## config.mk

```make
export PLATFORM = sky130hd
export DESIGN_NAME = results_streamer_flat
export DESIGN_NICKNAME = d
export VERILOG_FILES = /design/src/rtl/results_streamer_if.sv /design/src/rtl/results_streamer.sv /design/src/flat_wrapper.sv
export SDC_FILE = /design/constraint.sdc
export NUM_CORES = 1
export LEC_CHECK = 0
export CAP_MARGIN = 20
export CORE_MARGIN = 2
export CORE_UTILIZATION = 54
export CTS_BUF_LIST = sky130_fd_sc_hd__clkbuf_2
export DETAILED_ROUTE_END_ITERATION = 6
export GPL_TIMING_DRIVEN = 0
export PLACE_DENSITY = 0.87
export SLEW_MARGIN = 20
export SYNTH_ARGS = -nofsm -noshare
export SYNTH_HDL_FRONTEND = slang
export SYNTH_SLANG_ARGS = --single-unit
```

## constraint.sdc

```tcl
create_clock -name CLK -period 4.1 [get_ports CLK]
set_input_delay 1.23 -clock CLK [delete_from_list [all_inputs] [get_ports CLK]]
set_output_delay 1.23 -clock CLK [all_outputs]
set_load 0.03 [all_outputs]
```

## src/rtl/results_streamer_if.sv

```systemverilog
// results_streamer_if
//   Beat-level valid/ready bus from the results streamer to the CPU.
//   master : drives Bus_Data, Bus_Valid, Bus_Last; samples Bus_Ready
//   slave  : samples Bus_Data, Bus_Valid, Bus_Last; drives Bus_Ready
interface results_streamer_if #(
   parameter int BUS_WIDTH = 32
);
   logic [BUS_WIDTH-1:0] Bus_Data;
   logic                 Bus_Valid;
   logic                 Bus_Ready;
   logic                 Bus_Last;

   modport master (
      output Bus_Data,
      output Bus_Valid,
      output Bus_Last,
      input  Bus_Ready
   );

   modport slave (
      input  Bus_Data,
      input  Bus_Valid,
      input  Bus_Last,
      output Bus_Ready
   );
endinterface

```

## src/rtl/results_streamer.sv

```systemverilog
// results_streamer
//   Reads the T/X result counts from result RAM, then streams T[t] followed
//   by X[t][0..NX-1] for every t to the CPU bus, each RAM word as
//   DATA_WIDTH/BUS_WIDTH beats (least-significant slice first). An optional
//   header sends the NT and NX words before the data.
// Ports:
//   CLK, RST        clock, synchronous active-high reset
//   Start           one-cycle request, honoured only when idle
//   Header_Enable   sampled with Start; send NT/NX header words
//   RAM_Data        read data, valid the cycle after the address
//   RAM_Address     read address
//   RAM_Read_Enable read strobe
//   bus             beat bus (Bus_Data/Bus_Valid/Bus_Ready/Bus_Last)
//   Busy            transfer in progress
//   Done            one-cycle completion pulse
//   Error           count out of range; sticky until the next accepted Start
module results_streamer #(
   parameter int ADDRESS_WIDTH = 13,
   parameter int DATA_WIDTH    = 64,
   parameter int BUS_WIDTH     = 32,
   parameter int COUNT_WIDTH   = 8,
   parameter int NUM_T_ADDR    = 1,
   parameter int NUM_X_ADDR    = 2,
   parameter int T_BASE_ADDR   = 3,
   parameter int X_BASE_ADDR   = 10
)(
   input  logic                     CLK,
   input  logic                     RST,
   input  logic                     Start,
   input  logic                     Header_Enable,
   input  logic [DATA_WIDTH-1:0]    RAM_Data,
   output logic [ADDRESS_WIDTH-1:0] RAM_Address,
   output logic                     RAM_Read_Enable,
   results_streamer_if.master       bus,
   output logic                     Busy,
   output logic                     Done,
   output logic                     Error
);

   localparam int BEATS = DATA_WIDTH / BUS_WIDTH;
   localparam int BCW   = (BEATS > 1) ? $clog2(BEATS) : 1;
   localparam logic [BCW-1:0] LAST_BEAT = BCW'(BEATS - 1);

   typedef enum logic [3:0] {
      IDLE, RD_NT, RD_NX, CHECK, HDR, FETCH, LOAD, SEND, FIN
   } state_t;

   state_t r_state, w_next;

   logic                     r_hdr_en;
   logic [COUNT_WIDTH-1:0]   r_nt, r_nx, r_t, r_x;
   logic                     r_nt_ovf;
   logic                     r_is_t;     // current word is a T word
   logic                     r_hdr_nx;   // header is on its second (NX) word
   logic [ADDRESS_WIDTH-1:0] r_xptr;     // running X address, replaces t*NX+x
   logic [DATA_WIDTH-1:0]    r_shift;
   logic [BCW-1:0]           r_beat;
   logic                     r_error;

   logic [COUNT_WIDTH-1:0]   w_nx;
   logic                     w_nx_ovf;
   logic                     w_sending, w_beat_done, w_word_end, w_last_word;

   assign w_nx        = RAM_Data[COUNT_WIDTH-1:0];
   assign w_nx_ovf    = |RAM_Data[DATA_WIDTH-1:COUNT_WIDTH];
   assign w_sending   = (r_state == HDR) || (r_state == SEND);
   assign w_beat_done = w_sending && bus.Bus_Ready;
   assign w_word_end  = w_beat_done && (r_beat == LAST_BEAT);
   assign w_last_word = !r_is_t && (r_x == r_nx - COUNT_WIDTH'(1)) &&
                        (r_t == r_nt - COUNT_WIDTH'(1));

   assign bus.Bus_Valid = w_sending;
   assign bus.Bus_Data  = w_sending ? r_shift[BUS_WIDTH-1:0] : '0;
   assign bus.Bus_Last  = (r_state == SEND) && w_last_word && (r_beat == LAST_BEAT);
   assign Error         = r_error;

   always_ff @(posedge CLK) begin
      if (RST) r_state <= IDLE;
      else     r_state <= w_next;
   end

   always_comb begin
      w_next          = r_state;
      RAM_Address     = '0;
      RAM_Read_Enable = 1'b0;
      Busy            = (r_state != IDLE);
      Done            = 1'b0;
      case (r_state)
         IDLE:  if (Start) w_next = RD_NT;
         RD_NT: begin
            RAM_Address     = ADDRESS_WIDTH'(NUM_T_ADDR);
            RAM_Read_Enable = 1'b1;
            w_next          = RD_NX;
         end
         RD_NX: begin
            RAM_Address     = ADDRESS_WIDTH'(NUM_X_ADDR);
            RAM_Read_Enable = 1'b1;
            w_next          = CHECK;
         end
         CHECK: begin
            if (r_nt_ovf || w_nx_ovf)          w_next = FIN;
            else if (r_nt == '0 || w_nx == '0) w_next = FIN;
            else if (r_hdr_en)                 w_next = HDR;
            else                               w_next = FETCH;
         end
         HDR:   if (w_word_end && r_hdr_nx) w_next = FETCH;
         FETCH: begin
            RAM_Address     = r_is_t ? ADDRESS_WIDTH'(T_BASE_ADDR) + ADDRESS_WIDTH'(r_t)
                                     : r_xptr;
            RAM_Read_Enable = 1'b1;
            w_next          = LOAD;
         end
         LOAD:  w_next = SEND;
         SEND:  if (w_word_end) w_next = w_last_word ? FIN : FETCH;
         FIN: begin
            Done   = 1'b1;
            w_next = IDLE;
         end
         default: w_next = IDLE;
      endcase
   end

   always_ff @(posedge CLK) begin
      if (RST) begin
         r_hdr_en <= 1'b0;
         r_nt     <= '0;
         r_nx     <= '0;
         r_t      <= '0;
         r_x      <= '0;
         r_nt_ovf <= 1'b0;
         r_is_t   <= 1'b0;
         r_hdr_nx <= 1'b0;
         r_xptr   <= '0;
         r_shift  <= '0;
         r_beat   <= '0;
         r_error  <= 1'b0;
      end else begin
         case (r_state)
            IDLE: if (Start) begin
               r_hdr_en <= Header_Enable;
               r_error  <= 1'b0;
            end
            RD_NX: begin
               r_nt     <= RAM_Data[COUNT_WIDTH-1:0];
               r_nt_ovf <= |RAM_Data[DATA_WIDTH-1:COUNT_WIDTH];
            end
            CHECK: begin
               r_nx     <= w_nx;
               r_error  <= r_nt_ovf || w_nx_ovf;
               r_t      <= '0;
               r_x      <= '0;
               r_is_t   <= 1'b1;
               r_xptr   <= ADDRESS_WIDTH'(X_BASE_ADDR);
               r_beat   <= '0;
               r_hdr_nx <= 1'b0;
               r_shift  <= DATA_WIDTH'(r_nt);   // first header word, if used
            end
            HDR: if (w_beat_done) begin
               r_shift <= r_shift >> BUS_WIDTH;
               r_beat  <= r_beat + BCW'(1);
               if (w_word_end) begin
                  r_beat   <= '0;
                  r_hdr_nx <= 1'b1;
                  r_shift  <= DATA_WIDTH'(r_nx);
               end
            end
            LOAD: begin
               r_shift <= RAM_Data;
               r_beat  <= '0;
            end
            SEND: if (w_beat_done) begin
               r_shift <= r_shift >> BUS_WIDTH;
               r_beat  <= r_beat + BCW'(1);
               if (w_word_end) begin
                  r_beat <= '0;
                  if (r_is_t) begin
                     r_is_t <= 1'b0;
                  end else begin
                     r_xptr <= r_xptr + ADDRESS_WIDTH'(1);
                     // X wrap advances T and schedules the next T word
                     if (r_x == r_nx - COUNT_WIDTH'(1)) begin
                        r_x    <= '0;
                        r_t    <= r_t + COUNT_WIDTH'(1);
                        r_is_t <= 1'b1;
                     end else begin
                        r_x <= r_x + COUNT_WIDTH'(1);
                     end
                  end
               end
            end
            default: ;
         endcase
      end
   end

endmodule

```

## src/flat_wrapper.sv

```systemverilog
// flat-port wrapper written by rule: the top's interface ports become plain ports
module results_streamer_flat 
#(
   parameter int ADDRESS_WIDTH = 13,
   parameter int DATA_WIDTH    = 64,
   parameter int BUS_WIDTH     = 32,
   parameter int COUNT_WIDTH   = 8,
   parameter int NUM_T_ADDR    = 1,
   parameter int NUM_X_ADDR    = 2,
   parameter int T_BASE_ADDR   = 3,
   parameter int X_BASE_ADDR   = 10
)
  (CLK, RST, Start, Header_Enable, RAM_Data, RAM_Address, RAM_Read_Enable, Busy, Done, Error, bus_Bus_Data, bus_Bus_Valid, bus_Bus_Last, bus_Bus_Ready);
  results_streamer_if #(.BUS_WIDTH(BUS_WIDTH)) bus_i ();
  input  logic CLK;
  input  logic RST;
  input  logic Start;
  input  logic Header_Enable;
  input  logic [DATA_WIDTH-1:0] RAM_Data;
  output logic [ADDRESS_WIDTH-1:0] RAM_Address;
  output logic RAM_Read_Enable;
  output logic Busy;
  output logic Done;
  output logic Error;
  output wire logic [$bits(bus_i.Bus_Data)-1:0] bus_Bus_Data;
  output wire logic [$bits(bus_i.Bus_Valid)-1:0] bus_Bus_Valid;
  output wire logic [$bits(bus_i.Bus_Last)-1:0] bus_Bus_Last;
  input wire logic [$bits(bus_i.Bus_Ready)-1:0] bus_Bus_Ready;
  assign bus_Bus_Data = bus_i.Bus_Data;
  assign bus_Bus_Valid = bus_i.Bus_Valid;
  assign bus_Bus_Last = bus_i.Bus_Last;
  assign bus_i.Bus_Ready = bus_Bus_Ready;
  results_streamer #(.ADDRESS_WIDTH(ADDRESS_WIDTH), .DATA_WIDTH(DATA_WIDTH), .BUS_WIDTH(BUS_WIDTH), .COUNT_WIDTH(COUNT_WIDTH), .NUM_T_ADDR(NUM_T_ADDR), .NUM_X_ADDR(NUM_X_ADDR), .T_BASE_ADDR(T_BASE_ADDR), .X_BASE_ADDR(X_BASE_ADDR)) u_core (.CLK(CLK), .RST(RST), .Start(Start), .Header_Enable(Header_Enable), .RAM_Data(RAM_Data), .RAM_Address(RAM_Address), .RAM_Read_Enable(RAM_Read_Enable), .bus(bus_i), .Busy(Busy), .Done(Done), .Error(Error));
endmodule
```

# After elaboration in Yosys (flattened, before gate mapping)
# Cells that the tools add are included.
[op_classes] addsub=7 eq_ne=19 muxes=44 reduce_logical=33
[op_table] cell="$pmux W64 S4" count=1
[op_table] cell="$mux W64" count=2
[op_table] cell="$mux W32" count=2
[op_table] cell="$mux W8" count=8
[op_table] cell="$reduce_or A56 Y1" count=1
[op_table] cell="$mux W13" count=4
[op_table] cell="$pmux W13 S3" count=1
[op_table] cell="$pmux W4 S8" count=1
[op_table] cell="$pmux W8 S2" count=2
[op_table] cell="$pmux W13 S2" count=1
[op_table] cell="$mux W4" count=6
[op_table] cell="$add A8 B1 Y8 const B" count=2
[op_table] cell="$eq A4 B3 Y1 const B" count=4
[op_table] cell="$eq A8 B8 Y1" count=2
[op_table] cell="$logic_not A8 Y1" count=2
[op_table] cell="$sub A8 B1 Y8 const B" count=2
[op_table] cell="$add A13 B1 Y13 const B" count=1
[op_table] cell="$mux W1" count=12
[op_table] cell="$reduce_and A3 Y1" count=4
[op_table] cell="$ne A2 B1 Y1 const B" count=5
[op_table] cell="$add A2 B8 Y9 const A" count=1
[op_table] cell="$eq A4 B2 Y1 const B" count=2
[op_table] cell="$ne A2 B2 Y1 const B" count=4
[op_table] cell="$pmux W1 S2" count=4
[op_table] cell="other kinds (14)" count=29
[word_totals] regBits=119 inputBits=69 out_inout_bits=51 word_cells=116

# Longest topological paths before layout
[logic_depth] depth_word=7 depth_mapped=10 depth_no_buf=8

# Worst setup path before layout
# No wires, ideal clock.
[synth_timing] kind="flip-flop to output port" startpoint="register u_core.r_nx[0]" endpoint="output port bus_Bus_Last" arrival_ns=2.377 t_required_ns=2.870 path_slack_ns=0.493 path_stages_with_launch=10 path_buffers=1 cell_sequence="dfxtp_1 buf_2 inv_1 ha_1 o21bai_1 a2111oi_2 a311oi_1 a2111oi_2 nand3_1 nor2_1"
[synth_via] elab_chain_cells=6
[synth_lines] element="start: declaration" line_no="results_streamer.sv:51" text="logic [COUNT_WIDTH-1:0] r_nt, r_nx, r_t, r_x;"
[synth_lines] element="start signal: assignment" line_no="results_streamer.sv:148" text="r_nx <= w_nx;"
[synth_lines] element="$sub A8 B1 Y8" line_no="results_streamer.sv:69" text="assign w_last_word = !r_is_t && (r_x == r_nx - COUNT_WIDTH'(1)) &&"
[synth_lines] element="$eq A8 B8 Y1" line_no="results_streamer.sv:69"
[synth_lines] element="$logic_and A1 B1 Y1 (2 in a row)" line_no="results_streamer.sv:69"
[synth_lines] element="$logic_and A1 B1 Y1 (2 in a row)" line_no="results_streamer.sv:74" text="assign bus.Bus_Last = (r_state == SEND) && w_last_word && (r_beat == LAST_BEAT);"
[synth_lines] element="end: declaration" line_no="flat_wrapper.sv:27" text="output wire logic [$bits(bus_i.Bus_Last)-1:0] bus_Bus_Last;"
# No other way between the ends.

# Final worst setup path
# Same ends and word-level chain as after synthesis.

==> metrics.log <==
[metrics] number of synthesized flops with an enable pin: 0
[metrics] average size of a mapped cell: 7.91 um2
[metrics] Max Slew Vio Count: 0
[metrics] Clock power frac: 33.2%
[metrics] maximum clock frequency: 0.233 GHz
[metrics] critical path startpoint category: register
[metrics] clock sink count: 119
[metrics] FP Rows: 39
[metrics] root buffer cell: sky130_fd_sc_hd__clkbuf_2
[metrics] initial antenna violation count: 1
[metrics] share of flip-flops with an asynchronous set or reset after synthesis: 0%
[metrics] pin count of the biggest net entering global routing: 17
[metrics] global-route wire length before repair: 31400 um
[metrics] arrival time at the worst endpoint: 3.05 ns
[metrics] TritonCTS clock tree: built
[metrics] detail-routed net length per standard cell: 18.5 um
[metrics] violations in the final reports: setup timing
[metrics] detailed-routing iteration count for the pre-antenna-repair pass: 6
[metrics] final net count: 1021
[metrics] ratio of total power to cell area: 291 mW/mm2
[metrics] commonest non-fill, non-tap cell in the layout: sky130_fd_sc_hd__nor2_1
[metrics] type of the setup path with the least slack: register to output pin
[metrics] static leakage power: 3.11 nW
[metrics] Total Negative Setup Slacks: -0.183 ns
[metrics] Setup Viol. Count Final: 1
[metrics] fraction of power consumed by combinational cells: 15.6%
[metrics] busiest layer in global routing: met2
[metrics] Req. time, crit path: 2.87 ns
[metrics] Placer Congestion: 0.944
[metrics] final-layout fill cell count: 862
[metrics] Net Switching: 687 uW
[metrics] worst setup slack after layout: -0.183 ns
[metrics] post-route insts no fill: 1101
[metrics] GR Util met1: 41.5%
[metrics] path category of the worst min-delay check: register to register
[metrics] chain of cells forming the critical path: buf_6, inv_4, ha_4, o21bai_1, a2111oi_2, a311oi_1, a2111oi_2, nand3_1, buf_4, nor2_4, buf_6
[metrics] leftover overflow at the end of global routing: 0
[metrics] endpoint type of the worst setup path: output pin
[metrics] slowest cell on the critical path: sky130_fd_sc_hd__a2111oi_2
[metrics] result of the run: finished with violations
[metrics] Area after DPL: 0.00754 mm2
[metrics] Period minus WS final: 4.28 ns
[metrics] Pint: 1.66 mW
[metrics] worst voltage drop across the vdd grid: 0.000219 V
[metrics] headroom to the max-slew limit: 22.8%
[metrics] number of hold buffers added after CTS: 0
[metrics] unrepaired setup endpoints after global routing: true
[metrics] utilization of the core after routing: 71.6%
[metrics] number of port buffers: 119
[metrics] post-route clock period utilization: 104%
[metrics] flop and latch count out of synthesis: 119
[metrics] multi-input combinational cell area: 0.00357 mm2
[metrics] vertical extent of the die: 111 um
[metrics] count of antenna-violating nets left after detailed routing: 0
[metrics] met3 routing resource usage after global routing: 7.22%
[metrics] TritonCTS Buffers: 17
[metrics] Max H-tree Level: 4
[metrics] proportion of synthesized chip area in sequential cells: 38.6%
[metrics] placed cell count: 1042
[metrics] slew at the pin with the worst max-slew slack: 1.15 ns
[metrics] max-cap violations: 0
[metrics] prevailing post-synth register cell: sky130_fd_sc_hd__dfxtp_1
[metrics] most frequent cells in the layout: 136 x sky130_fd_sc_hd__nor2_1, 114 x sky130_fd_sc_hd__dfxtp_1, 76 x sky130_fd_sc_hd__clkdlybuf4s50_1, 66 x sky130_fd_sc_hd__a21oi_1, 59 x sky130_fd_sc_hd__nand2_1
[metrics] sum of routed wire length over all layers: 20400 um
[metrics] effective utilization at floorplan: 54.7%
[metrics] portion of total power attributed to sequential cells: 51.2%
[metrics] Cell Area, Synth: 0.00617 mm2
[metrics] horizontal die dimension: 111 um
[metrics] hold violation count in the final report: 0
[metrics] area of the core: 0.0113 mm2
[metrics] CP Buf/Inv Count: 4
[metrics] Crit path max-delay family: compound AO/OA/AOI/OAI gates
[metrics] DRC violation total after the first TritonRoute iteration: 944
[metrics] Fin Clk Skew: 0.0371 ns
[metrics] Final Instance Area: 0.00807 mm2
[metrics] number of ports placed on the die boundary: 120
[metrics] GR Util met2: 48.4%
[metrics] placed wire-length estimate: 14100 um
[metrics] total track usage: 31.9%
[metrics] DR vias: 6878
[metrics] Max FO, Critical Path: 6
[metrics] Layout area overhead: 30.9%
[metrics] full die area: 0.0123 mm2
[metrics] share of layout cells above drive strength 1: 10.6%
[metrics] Sw Ratio: 29.2%
[metrics] number of library cell types mapped by synthesis: 56
[metrics] net count after synthesis: 856
[metrics] largest buffer count on any clock path: 2
[metrics] clock latency on the worst-skew pair: 0.71 ns
[metrics] gate count after technology mapping: 780
[metrics] via-per-instance ratio: 6.25
[metrics] Warnings, synthesis: 0
[metrics] Residual DRC: 0
[metrics] sequential standard cell area: 0.00239 mm2
[metrics] worst stage delay on the critical path: 0.42 ns
[metrics] via count of the first global-routing pass: 6351
[metrics] clock input transition at the sequential cells of the worst setup and hold paths: 0.17 ns
[synth_stat cells (4+ instances only)]
cell                       number  area, um2
sky130_fd_sc_hd__a211oi_1      13       97.6
sky130_fd_sc_hd__a21oi_1       66        330
sky130_fd_sc_hd__a221oi_1      10       87.6
sky130_fd_sc_hd__a22oi_1       56        420
sky130_fd_sc_hd__a31oi_1        4       25.0
sky130_fd_sc_hd__and2_1        42        263
sky130_fd_sc_hd__and3_1         7       43.8
sky130_fd_sc_hd__and4_1         4       35.0
sky130_fd_sc_hd__buf_2          6       30.0
sky130_fd_sc_hd__clkbuf_1      44        165
sky130_fd_sc_hd__dfxtp_1      119       2380
sky130_fd_sc_hd__ha_1           7       87.6
sky130_fd_sc_hd__inv_1         16       60.1
sky130_fd_sc_hd__nand2_1       61        229
sky130_fd_sc_hd__nand2b_1       6       37.5
sky130_fd_sc_hd__nand3_1       15       75.1
sky130_fd_sc_hd__nand4_1       16        100
sky130_fd_sc_hd__nor2_1       138        518
sky130_fd_sc_hd__nor2b_1        6       37.5
sky130_fd_sc_hd__nor3_1        15       75.1
sky130_fd_sc_hd__nor4_1        20        125
sky130_fd_sc_hd__o21ai_0       13       65.1
sky130_fd_sc_hd__xnor2_1       18        158
sky130_fd_sc_hd__xor2_1        23        201
[power groups by stage]
stage          combinational (mW)  sequential (mW)  clock (mW)
2_1_floorplan               0.191             1.22           0
3_3_place_gp                0.336             1.22           0
3_5_place_dp                0.342             1.22           0
4_1_cts                     0.351             1.20       0.780
5_1_grt                     0.391             1.21       0.818
6_report                    0.367             1.20       0.780
[worst reg2reg max path, stage by stage, from the launching register on]
cell	delay, ns
sky130_fd_sc_hd__dfxtp_2	0.36
sky130_fd_sc_hd__buf_6	0.12
sky130_fd_sc_hd__inv_4	0.04
sky130_fd_sc_hd__ha_4	0.16
sky130_fd_sc_hd__o21bai_1	0.16
sky130_fd_sc_hd__a2111oi_2	0.42
sky130_fd_sc_hd__a311oi_1	0.11
sky130_fd_sc_hd__a2111oi_2	0.42
sky130_fd_sc_hd__nand3_1	0.17
sky130_fd_sc_hd__buf_4	0.17
sky130_fd_sc_hd__buf_4	0.13
sky130_fd_sc_hd__buf_4	0.13
sky130_fd_sc_hd__buf_4	0.12
sky130_fd_sc_hd__buf_4	0.12
sky130_fd_sc_hd__buf_4	0.13
sky130_fd_sc_hd__buf_4	0.13
sky130_fd_sc_hd__buf_4	0.12
sky130_fd_sc_hd__buf_6	0.11
sky130_fd_sc_hd__buf_6	0.10
sky130_fd_sc_hd__buf_6	0.10
sky130_fd_sc_hd__buf_6	0.11
sky130_fd_sc_hd__buf_6	0.11
sky130_fd_sc_hd__buf_6	0.11
sky130_fd_sc_hd__buf_6	0.11
sky130_fd_sc_hd__buf_6	0.11
sky130_fd_sc_hd__a21boi_1	0.12
[path summary, 6_finish.rpt]
kind	to	start	slack, ns	depth (start not counted)
min reg2reg	u_core.r_shift[21]	u_core.r_shift[21]	0.50	2
max reg2reg	u_core.r_state[3]	u_core.r_nx[0]	0.05	25
max	bus_Bus_Last	u_core.r_nx[0]	-0.18	11
min	u_core.r_shift[21]	u_core.r_shift[21]	0.50	2
[cell type report]
cell class	instances	area share, %
Timing Repair Buffer	147	17.5
Tap cell	143	2.22
Multi-Input combinational cell	593	44.3
Buffer	51	2.70
Inverter	16	0.775
Sequential cell	119	29.6
Clock buffer	19	1.18
Antenna cell	1	0.0310
Clock inverter	12	1.67
[sequential cells by signal, summed over array words and instances (netlist names)]
name             count
u_core.r_shift      64
u_core.r_xptr       13
u_core.r_nt          8
u_core.r_nx          8
u_core.r_t           8
u_core.r_x           8
u_core.r_state       4
u_core.Error         1
u_core.r_beat        1
u_core.r_hdr_en      1
u_core.r_hdr_nx      1
u_core.r_is_t        1
u_core.r_nt_ovf      1
[repair_timing]
action | 4_1_cts | 5_1_grt
gates resized for setup | 59 | 32
pin swaps | 6 | 8
setup buffers | 21 | 8
endpoints found under the setup margin | 43 | 16
[layer usage]
layer	share of wire (%)	wire (um)	vias to the layer above
met5	0	0	-
met2	44	9020	506
li1	-	-	3121
met4	5.2	1060	0
met3	10	2140	105
met1	40	8180	3146
[logic make-up (layout without fill, tap and decap cells)]
group / count (synthesis) / count (layout) / synth area share [%]
simple gates: 345 / 345 / 27.5
other cells: 0 / 1 / 0
mux: 2 / 2 / 0.325
flops: 119 / 119 / 38.6
compound gates: 197 / 197 / 21.7
xor+xnor: 42 / 42 / 6.09
buf+inv: 68 / 245 / 4.38
fa+ha+maj: 7 / 7 / 1.42
[through the flow]
stage	power, mW	setup WS, ns	hold slack [ns]
3_3_place_gp	1.56	-0.190	0.457
2_1_floorplan	1.41	0.493	0.446
5_1_grt	2.41	-0.319	0.535
6_report	2.35	-0.183	0.505
3_5_place_dp	1.56	-0.224	0.470
4_1_cts	2.33	-0.160	0.506
(Power assumes the default switching activity.)
